==> src/rtl/confreg_pkg.sv <==
`default_nettype none
// ============================================================================
// Module      : confreg_pkg
// Description : Shared constants and helpers for the configuration-register
//               responder: region base, register offsets, CTRL bit indices,
//               reset constants and a byte-lane merge function.
// Revision    : 1.0 - initial release
// ============================================================================
package confreg_pkg;

    // Default value of addr[31:16] that selects the register region
    localparam logic [15:0] CONF_BASE_DEFAULT = 16'hBFAF;

    // Register offsets within the region (addr[15:0])
    localparam logic [15:0] OFF_LED     = 16'hF000;
    localparam logic [15:0] OFF_SWITCH  = 16'hF004;
    localparam logic [15:0] OFF_COUNT   = 16'hE000;
    localparam logic [15:0] OFF_COMPARE = 16'hE004;
    localparam logic [15:0] OFF_CTRL    = 16'hE008;

    // CTRL register bit positions
    localparam int CTRL_EN_BIT   = 0;
    localparam int CTRL_PEND_BIT = 1;

    // COMPARE comes out of reset at all-ones so a fresh COUNT cannot match early
    localparam logic [31:0] COMPARE_RST = 32'hFFFF_FFFF;

    // Replace the byte lanes of old_val selected by sel with those of new_val
    function automatic logic [31:0] byte_merge(input logic [31:0] old_val,
                                               input logic [31:0] new_val,
                                               input logic [3:0]  sel);
        logic [31:0] res;
        res = old_val;
        for (int i = 0; i < 4; i++) begin
            if (sel[i]) res[8*i +: 8] = new_val[8*i +: 8];
        end
        return res;
    endfunction

endpackage : confreg_pkg
`default_nettype wire

==> src/rtl/confreg_if.sv <==
`default_nettype none
// ============================================================================
// Module      : confreg_if
// Description : SRAM-style CPU data-memory request bus (ce/we/sel/addr/wdata
//               with same-cycle rdata). master = datapath, slave = responder.
// Revision    : 1.0 - initial release
// ============================================================================
interface confreg_if;
    logic        ce;
    logic        we;
    logic [3:0]  sel;
    logic [31:0] addr;
    logic [31:0] wdata;
    logic [31:0] rdata;

    modport master (
        output ce, we, sel, addr, wdata,
        input  rdata
    );

    modport slave (
        input  ce, we, sel, addr, wdata,
        output rdata
    );
endinterface : confreg_if
`default_nettype wire

==> src/rtl/confreg_timer.sv <==
`default_nettype none
// ============================================================================
// Module      : confreg_timer
// Description : Free-running COUNT, COMPARE, CTRL.EN and CTRL.PEND with
//               byte-masked software writes. A software COUNT write replaces
//               the increment; a compare match setting PEND beats a
//               simultaneous clear. Instantiated only under CONFREG_TIMER_EN.
// Revision    : 1.0 - initial release
// ============================================================================
module confreg_timer
    import confreg_pkg::*;
(
    input  wire logic        clk_i,
    input  wire logic        rst_i,
    input  wire logic        wr_count_i,
    input  wire logic        wr_compare_i,
    input  wire logic        wr_ctrl_i,
    input  wire logic [3:0]  sel_i,
    input  wire logic [31:0] wdata_i,
    output logic      [31:0] count_o,
    output logic      [31:0] compare_o,
    output logic             en_o,
    output logic             pend_o,
    output logic             int_o
);

    logic [31:0] count_q, count_d;
    logic [31:0] compare_q, compare_d;
    logic        en_q, en_d;
    logic        pend_q, pend_d;
    logic        match;
    logic        pend_clr;

    // Next-state: write beats increment, match set beats any clear
    always_comb begin
        count_d   = count_q + 32'd1;
        compare_d = compare_q;
        en_d      = en_q;
        match     = en_q && (count_q == compare_q);
        pend_clr  = wr_compare_i ||
                    (wr_ctrl_i && sel_i[0] && wdata_i[CTRL_PEND_BIT]);

        if (wr_count_i)          count_d   = byte_merge(count_q, wdata_i, sel_i);
        if (wr_compare_i)        compare_d = byte_merge(compare_q, wdata_i, sel_i);
        if (wr_ctrl_i && sel_i[0]) en_d    = wdata_i[CTRL_EN_BIT];

        if (match)         pend_d = 1'b1;
        else if (pend_clr) pend_d = 1'b0;
        else               pend_d = pend_q;
    end

    // Timer state registers with synchronous reset
    always_ff @(posedge clk_i) begin
        if (rst_i) begin
            count_q   <= 32'd0;
            compare_q <= COMPARE_RST;
            en_q      <= 1'b0;
            pend_q    <= 1'b0;
        end else begin
            count_q   <= count_d;
            compare_q <= compare_d;
            en_q      <= en_d;
            pend_q    <= pend_d;
        end
    end

    assign count_o   = count_q;
    assign compare_o = compare_q;
    assign en_o      = en_q;
    assign pend_o    = pend_q;
    // Interrupt depends on flop state only, never on the current request
    assign int_o     = pend_q & en_q;

endmodule : confreg_timer
`default_nettype wire

==> src/rtl/confreg_responder.sv <==
`default_nettype none
// ============================================================================
// Module      : confreg_responder
// Description : Responder on the CPU data-memory port. Decodes each request
//               to the data-memory backend (kseg0/kseg1 folded) or to the
//               on-chip register file (LED, SWITCH, optional timer), with a
//               zero-latency read mux. Build macro: CONFREG_TIMER_EN enables
//               COUNT/COMPARE/CTRL and the timer interrupt.
// Revision    : 1.0 - initial release
// ============================================================================
module confreg_responder
    import confreg_pkg::*;
#(
    parameter logic [15:0] CONF_BASE = CONF_BASE_DEFAULT,
    parameter logic [15:0] LED_RST   = 16'h0000
) (
    input  wire logic        clk_i,
    input  wire logic        rst_i,
    confreg_if.slave         ram,
    output logic             mem_ce_o,
    output logic      [3:0]  mem_sel_o,
    output logic      [31:0] mem_addr_o,
    output logic      [31:0] mem_wdata_o,
    input  wire logic [31:0] mem_rdata_i,
    input  wire logic [15:0] switch_i,
    output logic      [15:0] led_o,
    output logic             int_o
);

    logic        hit;
    logic [15:0] offset;
    logic        reg_wr;
    logic        wr_led;
    logic [15:0] led_q, led_d;
    logic [31:0] reg_rdata;

    assign hit    = ram.ce && (ram.addr[31:16] == CONF_BASE);
    assign offset = ram.addr[15:0];
    assign reg_wr = hit && ram.we;
    assign wr_led = reg_wr && (offset == OFF_LED);

    // Backend routing: hits are fenced off, misses pass through folded
    always_comb begin
        mem_ce_o    = ram.ce && !hit;
        mem_sel_o   = (ram.we && !hit) ? ram.sel : 4'b0000;
        mem_addr_o  = {3'b000, ram.addr[28:0]};
        mem_wdata_o = ram.wdata;
    end

`ifdef CONFREG_TIMER_EN
    logic [31:0] tmr_count;
    logic [31:0] tmr_compare;
    logic        tmr_en;
    logic        tmr_pend;

    confreg_timer u_timer (
        .clk_i        (clk_i),
        .rst_i        (rst_i),
        .wr_count_i   (reg_wr && (offset == OFF_COUNT)),
        .wr_compare_i (reg_wr && (offset == OFF_COMPARE)),
        .wr_ctrl_i    (reg_wr && (offset == OFF_CTRL)),
        .sel_i        (ram.sel),
        .wdata_i      (ram.wdata),
        .count_o      (tmr_count),
        .compare_o    (tmr_compare),
        .en_o         (tmr_en),
        .pend_o       (tmr_pend),
        .int_o        (int_o)
    );
`else
    assign int_o = 1'b0;
`endif

    // Register read value for the current offset; unmapped reads return 0
    always_comb begin
        reg_rdata = 32'h0;
        case (offset)
            OFF_LED:     reg_rdata = {16'h0, led_q};
            OFF_SWITCH:  reg_rdata = {16'h0, switch_i};
`ifdef CONFREG_TIMER_EN
            OFF_COUNT:   reg_rdata = tmr_count;
            OFF_COMPARE: reg_rdata = tmr_compare;
            OFF_CTRL:    reg_rdata = {30'h0, tmr_pend, tmr_en};
`endif
            default:     reg_rdata = 32'h0;
        endcase
    end

    // Read-data mux selected by the request in flight this cycle
    always_comb begin
        if (!ram.ce)  ram.rdata = 32'h0;
        else if (hit) ram.rdata = reg_rdata;
        else          ram.rdata = mem_rdata_i;
    end

    // LED next-state: only the two low byte lanes are backed by storage
    always_comb begin
        led_d = led_q;
        if (wr_led) begin
            if (ram.sel[0]) led_d[7:0]  = ram.wdata[7:0];
            if (ram.sel[1]) led_d[15:8] = ram.wdata[15:8];
        end
    end

    // LED register with synchronous reset
    always_ff @(posedge clk_i) begin
        if (rst_i) led_q <= LED_RST;
        else       led_q <= led_d;
    end

    assign led_o = led_q;

endmodule : confreg_responder
`default_nettype wire

==> src/flat_wrapper.sv <==
// flat-port wrapper written by rule: the top's interface ports become plain ports
module confreg_responder_flat import confreg_pkg::*;
#(
    parameter logic [15:0] CONF_BASE = CONF_BASE_DEFAULT,
    parameter logic [15:0] LED_RST   = 16'h0000
)
  (clk_i, rst_i, mem_ce_o, mem_sel_o, mem_addr_o, mem_wdata_o, mem_rdata_i, switch_i, led_o, int_o, ram_ce, ram_we, ram_sel, ram_addr, ram_wdata, ram_rdata);
  confreg_if ram_i ();
  input  wire logic clk_i;
  input  wire logic rst_i;
  output logic mem_ce_o;
  output logic      [3:0] mem_sel_o;
  output logic      [31:0] mem_addr_o;
  output logic      [31:0] mem_wdata_o;
  input  wire logic [31:0] mem_rdata_i;
  input  wire logic [15:0] switch_i;
  output logic      [15:0] led_o;
  output logic int_o;
  input wire logic [$bits(ram_i.ce)-1:0] ram_ce;
  input wire logic [$bits(ram_i.we)-1:0] ram_we;
  input wire logic [$bits(ram_i.sel)-1:0] ram_sel;
  input wire logic [$bits(ram_i.addr)-1:0] ram_addr;
  input wire logic [$bits(ram_i.wdata)-1:0] ram_wdata;
  output wire logic [$bits(ram_i.rdata)-1:0] ram_rdata;
  assign ram_i.ce = ram_ce;
  assign ram_i.we = ram_we;
  assign ram_i.sel = ram_sel;
  assign ram_i.addr = ram_addr;
  assign ram_i.wdata = ram_wdata;
  assign ram_rdata = ram_i.rdata;
  confreg_responder #(.CONF_BASE(CONF_BASE), .LED_RST(LED_RST)) u_core (.clk_i(clk_i), .rst_i(rst_i), .ram(ram_i), .mem_ce_o(mem_ce_o), .mem_sel_o(mem_sel_o), .mem_addr_o(mem_addr_o), .mem_wdata_o(mem_wdata_o), .mem_rdata_i(mem_rdata_i), .switch_i(switch_i), .led_o(led_o), .int_o(int_o));
endmodule
==> config.mk <==
export PLATFORM = sky130hd
export DESIGN_NAME = confreg_responder_flat
export DESIGN_NICKNAME = d
export VERILOG_FILES = /design/src/rtl/confreg_pkg.sv /design/src/rtl/confreg_if.sv /design/src/rtl/confreg_timer.sv /design/src/rtl/confreg_responder.sv /design/src/flat_wrapper.sv
export SDC_FILE = /design/constraint.sdc
export NUM_CORES = 1
export LEC_CHECK = 0
export BUFFER_PORTS_ARGS = -buffer_cell sky130_fd_sc_hd__buf_2
export CORE_AREA = 5 5 88 90
export DETAILED_ROUTE_END_ITERATION = 6
export DIE_AREA = 0 0 93 95
export PLACE_DENSITY = 0.7
export SLEW_MARGIN = 25
export SYNTH_ARGS = -nofsm -noshare
export SYNTH_HDL_FRONTEND = slang
export SYNTH_SLANG_ARGS = --single-unit
export TNS_END_PERCENT = 20
==> constraint.sdc <==
create_clock -name clk_i -period 2.4 [get_ports clk_i]
set_input_delay 0.24 -clock clk_i [delete_from_list [all_inputs] [get_ports clk_i]]
set_output_delay 0.24 -clock clk_i [all_outputs]
set_load 0.05 [all_outputs]
==> results of run 1 <==
==> routing by layer <==
metal / GRT usage / vias up / wire length, um
met5: 0 / - / 0
met4: 0.0281 / 0 / 36
met3: 0.0263 / 4 / 692
met2: 0.267 / 129 / 3710
met1: 0.159 / 896 / 2470
li1: - / 990 / -
==> layout by cell type, fill, tap and decap left out, drive strengths merged <==
master	count
inv	1
nor4	4
a22oi	16
and3	4
conb	4
nand4b	2
nand4bb	1
nand4	3
nand2	18
and2	16
clkbuf	3
mux2i	16
or4	4
dfxtp	16
nand2b	32
buf	207
or4b	1
o21ai	16
or2	1
o41a	1
==> layout make-up <==
class	count	area [um2]
fillers	719	4380
repair buffers	207	1110
multi-input cells	139	1020
flip-flops and latches	16	320
well taps	82	103
clock buffers	3	41.3
inverters	1	3.75
==> cell families (layout without fill, tap and decap cells) <==
family / after synthesis / in the layout / synth area share
buf+inv: 76 / 211 / 0.295
simple gates: 86 / 86 / 0.317
mux: 16 / 16 / 0.0893
other cells: 1 / 4 / 0.00209
compound gates: 33 / 33 / 0.118
flops: 16 / 16 / 0.179
==> worst max-delay path by stage <==
stage	slack, ns	endpoint	start
finish	0.19	ram_rdata[6]	ram_addr[1]
global route	0.12	ram_rdata[0]	ram_addr[1]
CTS	0.02	mem_sel_o[0]	ram_addr[22]
detailed placement	0.03	mem_sel_o[0]	ram_addr[22]
global placement	0.07	ram_rdata[6]	ram_addr[22]
floorplan	-0.13	ram_rdata[0]	ram_addr[22]
==> worst min-delay path: stages <==
cell and delay, ns:
sky130_fd_sc_hd__buf_2 0.10, sky130_fd_sc_hd__nand2b_1 0.06, sky130_fd_sc_hd__mux2i_1 0.06
==> synth_stat cells, drive strengths merged (2+ instances only) <==
cell type and number:
nand2b 32, buf 65, nand4 3, and2 16, a22oi 16, o21ai 16
clkbuf 10, nand2 18, nand4b 2, mux2i 16, or4 4, and3 4
dfxtp 16, nor4 4
==> where the power goes <==
group / total (mW) / switching [mW] / internal [mW] / leakage (nW)
registers: 0.266 / 0.0000000000107 / 0.266 / 0.129
clock network: 0.196 / 0.0847 / 0.111 / 0.0216
logic: 0.513 / 0.370 / 0.143 / 1.20
total: 0.975 / 0.455 / 0.520 / 1.35
==> repair_timing <==
action / CTS / global route
resized for setup: 0 / 1
endpoints found under the setup margin: 0 / 20
setup buffers: 0 / 0
==> through the flow <==
step | power [mW] | util | worst slack (ns)
floorplan | 0.744 | - | -0.127
global placement | 0.782 | 0.366 | 0.0719
detailed placement | 0.787 | 0.366 | 0.0287
CTS | 0.985 | 0.372 | 0.0190
global route | 1.03 | 0.373 | 0.117
finish | 0.975 | 0.373 | 0.194
==> Flow_metrics.wiki, run 1 <==
{| class="wikitable"
! Metric !! Value
|-
| Clock skew || 0 ns
|-
| Top cell by count, worst path || sky130_fd_sc_hd__buf_2
|-
| Count of yosys warnings during synthesis || 0
|-
| Synth unique cells || 23
|-
| Die boundary height || 95 um
|-
| X dimension of the die || 93 um
|-
| Pin count of the biggest net entering global routing || 33
|-
| Crit path max-delay cell type || sky130_fd_sc_hd__or4_4
|-
| Startpoint kind of the worst setup timing path || input pin
|-
| Synthesized area || roughly 0.0018 mm2
|-
| Number of hold violations in the final report || 0
|-
| Synth-to-Final Area Change || 45.0%
|-
| Worst Hold Margin || around 0.26 ns
|-
| Delay contributed by the slowest stage of the critical path || approximately 0.57 ns
|-
| Routed wirelength normalized by instance count || 15.4 um
|-
| Maximum fanout along the worst path || 16
|-
| Via/cell ratio || 4.51
|-
| Result of the run || completed
|-
| Critical setup path kind || input pin to output pin
|-
| Worst Hold Path EP || u_core.led_o[11]
|-
| Share of post-route cells with drive strength above 1 || 0.626
|-
| Start point of the worst min-delay path || ram_wdata[11]
|-
| Seq/Total Area, Yosys || 0.179
|-
| Post-CTS Hold Fix Bufs || 0
|-
| Root buffer selected by CTS || sky130_fd_sc_hd__clkbuf_8
|-
| Cell count after synthesis || about 230
|-
| Ant. Diodes || 0
|-
| Capturing point of the worst reg2reg path || u_core.led_o[1]
|-
| Vias in the first global route || 1,894
|-
| Worst Hold Class || input pin to flop
|-
| Initial antenna violation count || 0
|-
| Input/output buffers || 201
|-
| Async S/R FF share, synth || 0
|-
| Levels on crit path || 7
|-
| Worst VDD drop || 0.249 mV
|-
| Fin crit period || 2.21 ns
|-
| Max-cap violations || 0
|-
| Die footprint || 0.00884 mm2
|-
| Area contributors post-synth || sky130_fd_sc_hd__buf_4 27%, sky130_fd_sc_hd__dfxtp_1 18%, sky130_fd_sc_hd__nand2b_1 11%
|-
| Initial Util || 0.257
|-
| Cell accounting for the most synthesized area || sky130_fd_sc_hd__buf_4
|-
| H-tree lvl count || 1
|-
| Number of cells on the worst reg-to-reg path || 2
|-
| Clock latency at the later pin of the worst-skew pair || 0.24 ns
|-
| Synthesized flop and latch total || 16
|-
| # IOs || 238
|-
| RSZ-0062 raised after global routing || no
|-
| Initial drt markers || 59
|-
| Data arrival time of the critical path || 1.97 ns
|-
| Final clock period utilization by the worst path || 0.919
|-
| DRT Wirelength || between 6000 and 7000 um
|-
| Cell depth of the worst min-delay path || 3
|-
| Synthesized area per cell || 7.87 um2
|-
| Family of cells with the greatest summed delay on the critical path || simple AND/OR/NAND/NOR gates
|-
| Total power divided by cell area || 374 mW/mm2
|-
| Data required time of the worst path || around 2.2 ns
|-
| Leakage || 1.35 nW
|-
| Estimated wirelength of the detail-placed design || 6030 um
|-
| Site Rows || 31
|-
| Internal reg-to-reg setup slack || 1.76 ns
|-
| Final RePlAce weighted congestion || a little under 0.9
|-
| Total congestion overflow after global routing || 0
|-
| Kind of end point of the critical path || output pin
|-
| Number of placed instances, taps included || about 450
|-
| Largest register FFs || 16
|-
| Main synth FF type || sky130_fd_sc_hd__dfxtp_1
|-
| Number of pins exceeding their max-slew limit in the final report || 0
|-
| Post-DRT Antenna Nets || 0
|-
| Clock edge transition at the registers on the reported setup and hold paths || 0.06 ns
|-
| Residual DRC || 0
|-
| Via count || 2,019
|-
| Post-route non-filler standard cell count || 448
|-
| TritonCTS clock tree || yes
|-
| Count of flip-flops with a built-in enable after synthesis || 0
|-
| Highest attainable clock frequency || 453 MHz
|-
| Portion of synthesized cell area occupied by the leading cell type || 0.272
|-
| First-pass detailed-route iteration total || 4
|-
| Chain of cells forming the critical path || buf_2, or4_4, nor4_4, buf_12, a22oi_1, o21ai_4, buf_2
|-
| Core Region || 0.00698 mm2
|-
| Net count, final || between 400 and 500
|-
| Setup TNS || 0 ns
|-
| Total of endpoints with negative setup slack in the final report || 0
|-
| CTS sink cnt || 16
|-
| Layout Cell Area excl Fill || 0.00260 mm2
|-
| Critical R2R Launch || u_core.led_o[1]
|-
| Number of buffers on the longest clock path || 2
|-
| Placed Instance Area || 0.00256 mm2
|-
| First-pass GRT wire length || 9770 um
|-
| Count of buffering cells on the critical path with inverters included || 3
|-
| Total clock buffers created by CTS || 3
|-
| Gr usage total || 0.139
|}
Power figures use the tool's default switching activity.
==> inputs of run 2 (changes only) <==
CORE_AREA = 2 2 93 95   (was 5 5 88 90)
DIE_AREA = 0 0 95 97   (was 0 0 93 95)
PLACE_DENSITY = not set   (was 0.7)
==> run 2 against run 1 <==
First-iteration DRC count is 36% lower. Critical path depth did not move. Combinational power is 1% lower. Non-clock buffer count increased by 1. Via count decreased by 0.25%. Largest power group unchanged. Core utilization fell by 5.4 points. Die area grew 4.3%. Largest cell class unchanged. Sequential cell count unchanged. Cell area shrank 0.34%.
==> Flow_metrics.wiki, run 2 (same netlist as run 1, synthesis figures left out) <==
{| class="wikitable"
! Metric !! Value
|-
| Result of the run || completed
|-
| H-tree lvl count || 1
|-
| RSZ-0062 raised after global routing || no
|-
| Max-cap violations || 0
|-
| Internal reg-to-reg setup slack || 1.76 ns
|-
| Initial drt markers || 38
|-
| Post-CTS Setup Repair Bufs || 0
|-
| Total power divided by cell area || 373 mW/mm2
|-
| Setup TNS || 0 ns
|-
| Gr usage total || 0.125
|-
| Fraction of power consumed by the clock network || 0.203
|-
| Most frequent standard cell in the layout excluding fill and tap cells || sky130_fd_sc_hd__buf_2
|-
| Maximum fanout along the worst path || 16
|-
| Routed wirelength normalized by instance count || 13.5 um
|-
| Leakage || 1.32 nW
|-
| # IOs || around 240
|-
| Worst VDD drop || 0.259 mV
|-
| Via count || approximately 2k
|-
| Site Rows || 33
|-
| Initial Util || 0.221
|-
| Critical setup path kind || input pin to output pin
|-
| Largest register FFs || 16
|-
| Switching part of the total power || 0.465
|-
| GR Util met2 || 0.229
|-
| Post-DRT Antenna Nets || 0
|-
| Kind of end point of the critical path || output pin
|-
| Layout Cell Area excl Fill || 0.00259 mm2
|-
| Fillers || 899
|-
| Clock edge transition at the registers on the reported setup and hold paths || roughly 0.060 ns
|-
| Pin count of the biggest net entering global routing || 33
|-
| Worst Hold Class || input pin to flop
|-
| DRT Wirelength || around 6400 um
|-
| Most frequent cells in the layout || 200 x sky130_fd_sc_hd__buf_2, 32 x sky130_fd_sc_hd__nand2b_1, 18 x sky130_fd_sc_hd__nand2_1
|-
| TritonCTS clock tree || yes
|-
| First-pass GRT wire length || 9270 um
|-
| Share of post-route cells with drive strength above 1 || 0.627
|-
| Total clock buffers created by CTS || 3
|-
| Clock skew || 0 ns
|-
| Via/cell ratio || 4.27
|-
| X dimension of the die || 95 um
|-
| Highest attainable clock frequency || 439 MHz
|-
| Met3 usage in global routing || 0.0156
|-
| Post-CTS Hold Fix Bufs || 0
|-
| Final clock period utilization by the worst path || 0.949
|-
| Global routing's busiest layer || met2
|-
| Root buffer selected by CTS || sky130_fd_sc_hd__clkbuf_8
|-
| Ant. Diodes || 0
|-
| Fin crit period || ~2.3 ns
|-
| Final RePlAce weighted congestion || 0.804
|-
| Die footprint || 0.00922 mm2
|-
| Total power after layout || 0.969 mW
|-
| Register share of total power || 0.274
|-
| Data arrival time of the critical path || 2.04 ns
|-
| Residual DRC || 0
|-
| Synth-to-Final Area Change || 44.6%
|-
| Total of endpoints with negative setup slack in the final report || 0
|-
| Clock latency at the later pin of the worst-skew pair || 0.24 ns
|-
| Number of placed instances, taps included || 469
|-
| Cell depth of the worst min-delay path || 3
|-
| Core Region || 0.00813 mm2
|-
| Number of buffers on the longest clock path || 2
|-
| GR met1 Demand/Resource || 0.154
|-
| Total congestion overflow after global routing || 0
|-
| Power share of the combinational group || 0.523
|-
| Initial antenna violation count || 0
|-
| Die boundary height || 97 um
|-
| Estimated wirelength of the detail-placed design || approximately 5600 um
|-
| Input/output buffers || 201
|-
| Worst Hold Margin || 0.259 ns
|-
| Vias in the first global route || 1,834
|-
| Net count, final || 489
|-
| Net switching power || about 0.45 mW
|-
| Number of hold violations in the final report || 0
|-
| Post-route non-filler standard cell count || 472
|-
| Startpoint kind of the worst setup timing path || input pin
|-
| Number of pins exceeding their max-slew limit in the final report || 0
|-
| Internal power summed over all cells || 0.519 mW
|-
| Data required time of the worst path || ~2.2 ns
|-
| Number of cells on the worst reg-to-reg path || 2
|-
| CTS sink cnt || 16
|-
| Placed Instance Area || 0.00254 mm2
|-
| First-pass detailed-route iteration total || 4
|}
run 2: cell count changes in the layout (fill, tap and decap cells not counted), sizes merged:
cell | before | now
clkbuf | 3 | 4
run 2: power by group through the flow:
stage | Clock [mW] | Sequential (mW) | Combinational, mW
floorplan | 0 | 0.271 | 0.473
CTS | 0.203 | 0.266 | 0.509
global placement | 0 | 0.271 | 0.505
detailed placement | 0 | 0.271 | 0.508
finish | 0.196 | 0.266 | 0.507
global route | 0.216 | 0.265 | 0.534
run 2: path summary, 6_finish.rpt:
| path | startpoint | endpoint |
|---|---|---|
| worst max register to register | u_core.led_o[5] | u_core.led_o[5] |
| worst min register to register | u_core.led_o[8] | u_core.led_o[8] |
| worst max-delay path | ram_addr[1] | ram_rdata[6] |
| worst min-delay path | ram_wdata[10] | u_core.led_o[10] |
run 2: final cells by class:
type | count | area (um2) | area share
timing repair buffer | 208 | 1090 | 0.422
multi-input combinational | 139 | 1000 | 0.387
sequential | 16 | 320 | 0.123
tap | 105 | 131 | 0.0507
clock buffer | 3 | 41.3 | 0.0159
inverter | 1 | 3.75 | 0.00145
run 2: worst max-delay path, cell delays in order:
cell                      delay (ns)
sky130_fd_sc_hd__buf_2          0.10
sky130_fd_sc_hd__or4_4          0.55
sky130_fd_sc_hd__nor4_2         0.33
sky130_fd_sc_hd__buf_6          0.22
sky130_fd_sc_hd__a22oi_1        0.18
sky130_fd_sc_hd__o21ai_4        0.14
sky130_fd_sc_hd__buf_2          0.27
run 2: timing repair:
item	CTS	global route
hold endpoints to repair	0	0
resized for setup	0	4
setup endpoints to repair	0	20
run 2: routing by layer:
metal	vias up	wire, um
met5	-	0
met4	0	55
met3	8	487
met2	110	3300
met1	901	2510
li1	995	-
run 2: per-stage QoR:
step           worst slack [ns]  utilization
6_report                  0.121        0.319
5_1_grt                  0.0196        0.319
4_1_cts                  0.0161        0.317
3_5_place_dp             0.0260        0.312
3_3_place_gp             0.0626        0.312
2_1_floorplan            -0.127            -
==> inputs of run 3 (changes only) <==
ABC_AREA = 1   (was not set)
CAP_MARGIN = 40   (was not set)
CORE_AREA = 2 2 92 94   (was 2 2 93 95)
DIE_AREA = 0 0 94 96   (was 0 0 95 97)
PLACE_DENSITY = 0.64   (was not set)
==> run 3 against run 2 <==
Worst setup slack better by 0.30 ns. Critical endpoint is now ram_rdata[8]. Sequential cell count is the same. Highest routed layer unchanged. Die area fell by 2.1%. Critical path depth is 2 higher. Synthesized cell count grew 64%. Largest power group unchanged.
==> Flow_metrics.wiki, run 3 <==
{| class="wikitable"
! Metric !! Value
|-
| Initial drt markers || 60
|-
| DRT Wirelength || 6800 um
|-
| Net count, final || 623
|-
| Largest register FFs || 16
|-
| Result of the run || completed
|-
| Count of flip-flops with a built-in enable after synthesis || 0
|-
| Post-DRT Antenna Nets || 0
|-
| Final RePlAce weighted congestion || 0.813
|-
| First-pass detailed-route iteration total || 4
|-
| Die boundary height || 96 um
|-
| Area contributors post-synth || sky130_fd_sc_hd__buf_4 23%, sky130_fd_sc_hd__nand2_1 19%, sky130_fd_sc_hd__dfxtp_1 15%
|-
| Top cell by count, worst path || sky130_fd_sc_hd__nand2_1
|-
| Routed wirelength normalized by instance count || 11.2 um
|-
| Setup TNS || 0 ns
|-
| Total power after layout || 0.976 mW
|-
| Total clock buffers created by CTS || 3
|-
| RSZ-0062 raised after global routing || no
|-
| Die footprint || 0.00902 mm2
|-
| Vias in the first global route || between 2k and 2.5k
|-
| Family of cells with the greatest summed delay on the critical path || simple AND/OR/NAND/NOR gates
|-
| Async S/R FF share, synth || 0
|-
| Kind of end point of the critical path || output pin
|-
| Number of cells on the worst reg-to-reg path || 2
|-
| Cell depth of the worst min-delay path || 5
|-
| Synth unique cells || 26
|-
| Synthesized area per cell || 5.75 um2
|-
| Worst-Margin Slew || 0.649 ns
|-
| Core Region || 0.00805 mm2
|-
| Post-cts gate resize count || 0
|-
| Maximum fanout along the worst path || 16
|-
| Site Rows || 33
|-
| First-pass GRT wire length || 10,000 um
|-
| Critical setup path kind || input pin to output pin
|-
| Root buffer selected by CTS || sky130_fd_sc_hd__clkbuf_8
|-
| Capturing point of the worst reg2reg path || u_core.led_o[4]
|-
| Worst slew margin || 0.567
|-
| Share of post-route cells with drive strength above 1 || 0.435
|-
| Chain of cells forming the critical path || buf_2, nor2_1, nand3b_1, nor2_2, nand3_1, nand2_1, nand2_1, nand2_1, buf_2
|-
| Final clock period utilization by the worst path || 0.825
|-
| Seq/Total Area, Yosys || 0.149
|-
| X dimension of the die || 94 um
|-
| Levels on crit path || 9
|-
| Synthesized area || roughly 0.0021 mm2
|-
| Crit path max-delay cell type || sky130_fd_sc_hd__nor2_2
|-
| Via count || 2,539
|-
| Count of buffering cells on the critical path with inverters included || 2
|-
| Delay contributed by the slowest stage of the critical path || between 0.5 and 0.6 ns
|-
| Via/cell ratio || 4.19
|-
| Cell count after synthesis || 373
|-
| Worst setup timing slack at the placement stage || 0.402 ns
|-
| Residual DRC || 0
|-
| Initial antenna violation count || 0
|-
| Main synth FF type || sky130_fd_sc_hd__dfxtp_1
|-
| Input/output buffers || 201
|-
| Startpoint kind of the worst setup timing path || input pin
|-
| Total of endpoints with negative setup slack in the final report || 0
|-
| Post-CTS Setup Repair Bufs || 0
|-
| Number of buffers on the longest clock path || 2
|-
| Worst VDD drop || 0.256 mV
|-
| Fin crit period || 1.98 ns
|-
| Most frequent cells in the layout || 201 x sky130_fd_sc_hd__buf_2, 109 x sky130_fd_sc_hd__nand2_1, 50 x sky130_fd_sc_hd__nor2_1
|-
| Number of pins exceeding their max-slew limit in the final report || 0
|-
| Worst Setup Slack, final || roughly 0.42 ns
|-
| Critical R2R Launch || u_core.led_o[4]
|-
| Start point of the worst min-delay path || ram_wdata[12]
|-
| Commonest cells in the netlist || 109 x sky130_fd_sc_hd__nand2_1, 65 x sky130_fd_sc_hd__buf_4, 50 x sky130_fd_sc_hd__nor2_1
|-
| Clock latency at the later pin of the worst-skew pair || 0.24 ns
|-
| Post-CTS Hold Fix Bufs || 0
|-
| Most frequent standard cell in the layout excluding fill and tap cells || sky130_fd_sc_hd__buf_2
|-
| TritonCTS clock tree || yes
|-
| Clock skew || 0 ns
|-
| Total congestion overflow after global routing || 0
|-
| Clock edge transition at the registers on the reported setup and hold paths || ~0.050 ns
|-
| H-tree lvl count || 1
|-
| Synthesized flop and latch total || 16
|-
| Max-cap violations || 0
|-
| Synth-to-Final Area Change || 26.5%
|-
| Data required time of the worst path || 2.16 ns
|-
| Count of yosys warnings during synthesis || 0
|-
| Gr usage total || 0.136
|-
| Highest attainable clock frequency || 505 MHz
|-
| Pin count of the biggest net entering global routing || 33
|-
| # IOs || 238
|-
| Worst Hold Class || input pin to flop
|-
| Portion of synthesized cell area occupied by the leading cell type || 0.228
|-
| Estimated wirelength of the detail-placed design || approximately 6000 um
|-
| Internal reg-to-reg setup slack || 1.78 ns
|-
| Data arrival time of the critical path || 1.74 ns
|-
| Leakage || 1.78 nW
|-
| CTS sink cnt || 16
|-
| Number of hold violations in the final report || 0
|-
| Cell accounting for the most synthesized area || sky130_fd_sc_hd__buf_4
|-
| Total power divided by cell area || 360 mW/mm2
|-
| Worst Hold Margin || 0.329 ns
|-
| Ant. Diodes || 0
|-
| Worst Hold Path EP || u_core.led_o[12]
|-
| Leading cell type by number of instances after synthesis || sky130_fd_sc_hd__nand2_1
|-
| Initial Util || 0.266
|}
[run 3: worst reg2reg max path, delay by kind of cell (launching register included)]
family           cells  cell delay (ns)
AND/OR/NAND/NOR      1             0.14
flip-flops           1             0.37
AO/OA/AOI/OAI        1             0.05
[run 3: how the worst max path moves through the flow]
stage	start	endpoint	slack, ns
floorplan	ram_addr[11]	ram_rdata[10]	0.71
finish	ram_addr[1]	ram_rdata[8]	0.42
global placement	ram_addr[11]	ram_rdata[5]	0.41
CTS	ram_addr[1]	ram_rdata[0]	0.40
detailed placement	ram_addr[1]	ram_rdata[0]	0.40
global route	ram_addr[1]	ram_rdata[9]	0.19
[run 3: layer usage]
layer  routed length [um]  global-route usage  vias to the layer above  part of all wire
li1                     -                   -                     1319                 -
met1                 2900               0.169                     1071              0.43
met2                 3230               0.248                      139              0.47
met3                  578              0.0172                       10             0.085
met4                   92              0.0326                        0             0.014
met5                    0                   0                        -                 0
[run 3: area by class of cell]
type | count | area, um2
repair buffers | 202 | 1010
multi-input cells | 231 | 1020
clock buffers | 3 | 41.3
inverters | 49 | 184
well taps | 105 | 131
fillers | 906 | 5340
flip-flops and latches | 16 | 320
[run 3: stage by stage]
| stage | instance area, um2 | std cells | util |
|---|---|---|---|
| global placement | 2670 | 603 | 0.332 |
| global route | 2710 | 606 | 0.337 |
| floorplan | 2160 | 376 | - |
| detailed placement | 2670 | 603 | 0.332 |
| CTS | 2710 | 606 | 0.337 |
| finish | 2710 | 606 | 0.337 |
[run 3: power by group]
group / total (mW) / switching, mW / internal, mW / leakage (nW)
sequential: 0.266 / 0.0000000000238 / 0.266 / 0.129
combinational: 0.523 / 0.390 / 0.132 / 1.63
clock: 0.188 / 0.0768 / 0.111 / 0.0216
[run 3: kinds of logic after synthesis]
group | synth area share
other cells | 0.00175
buf+inv | 0.379
compound gates | 0.0373
flops | 0.149
simple gates | 0.433
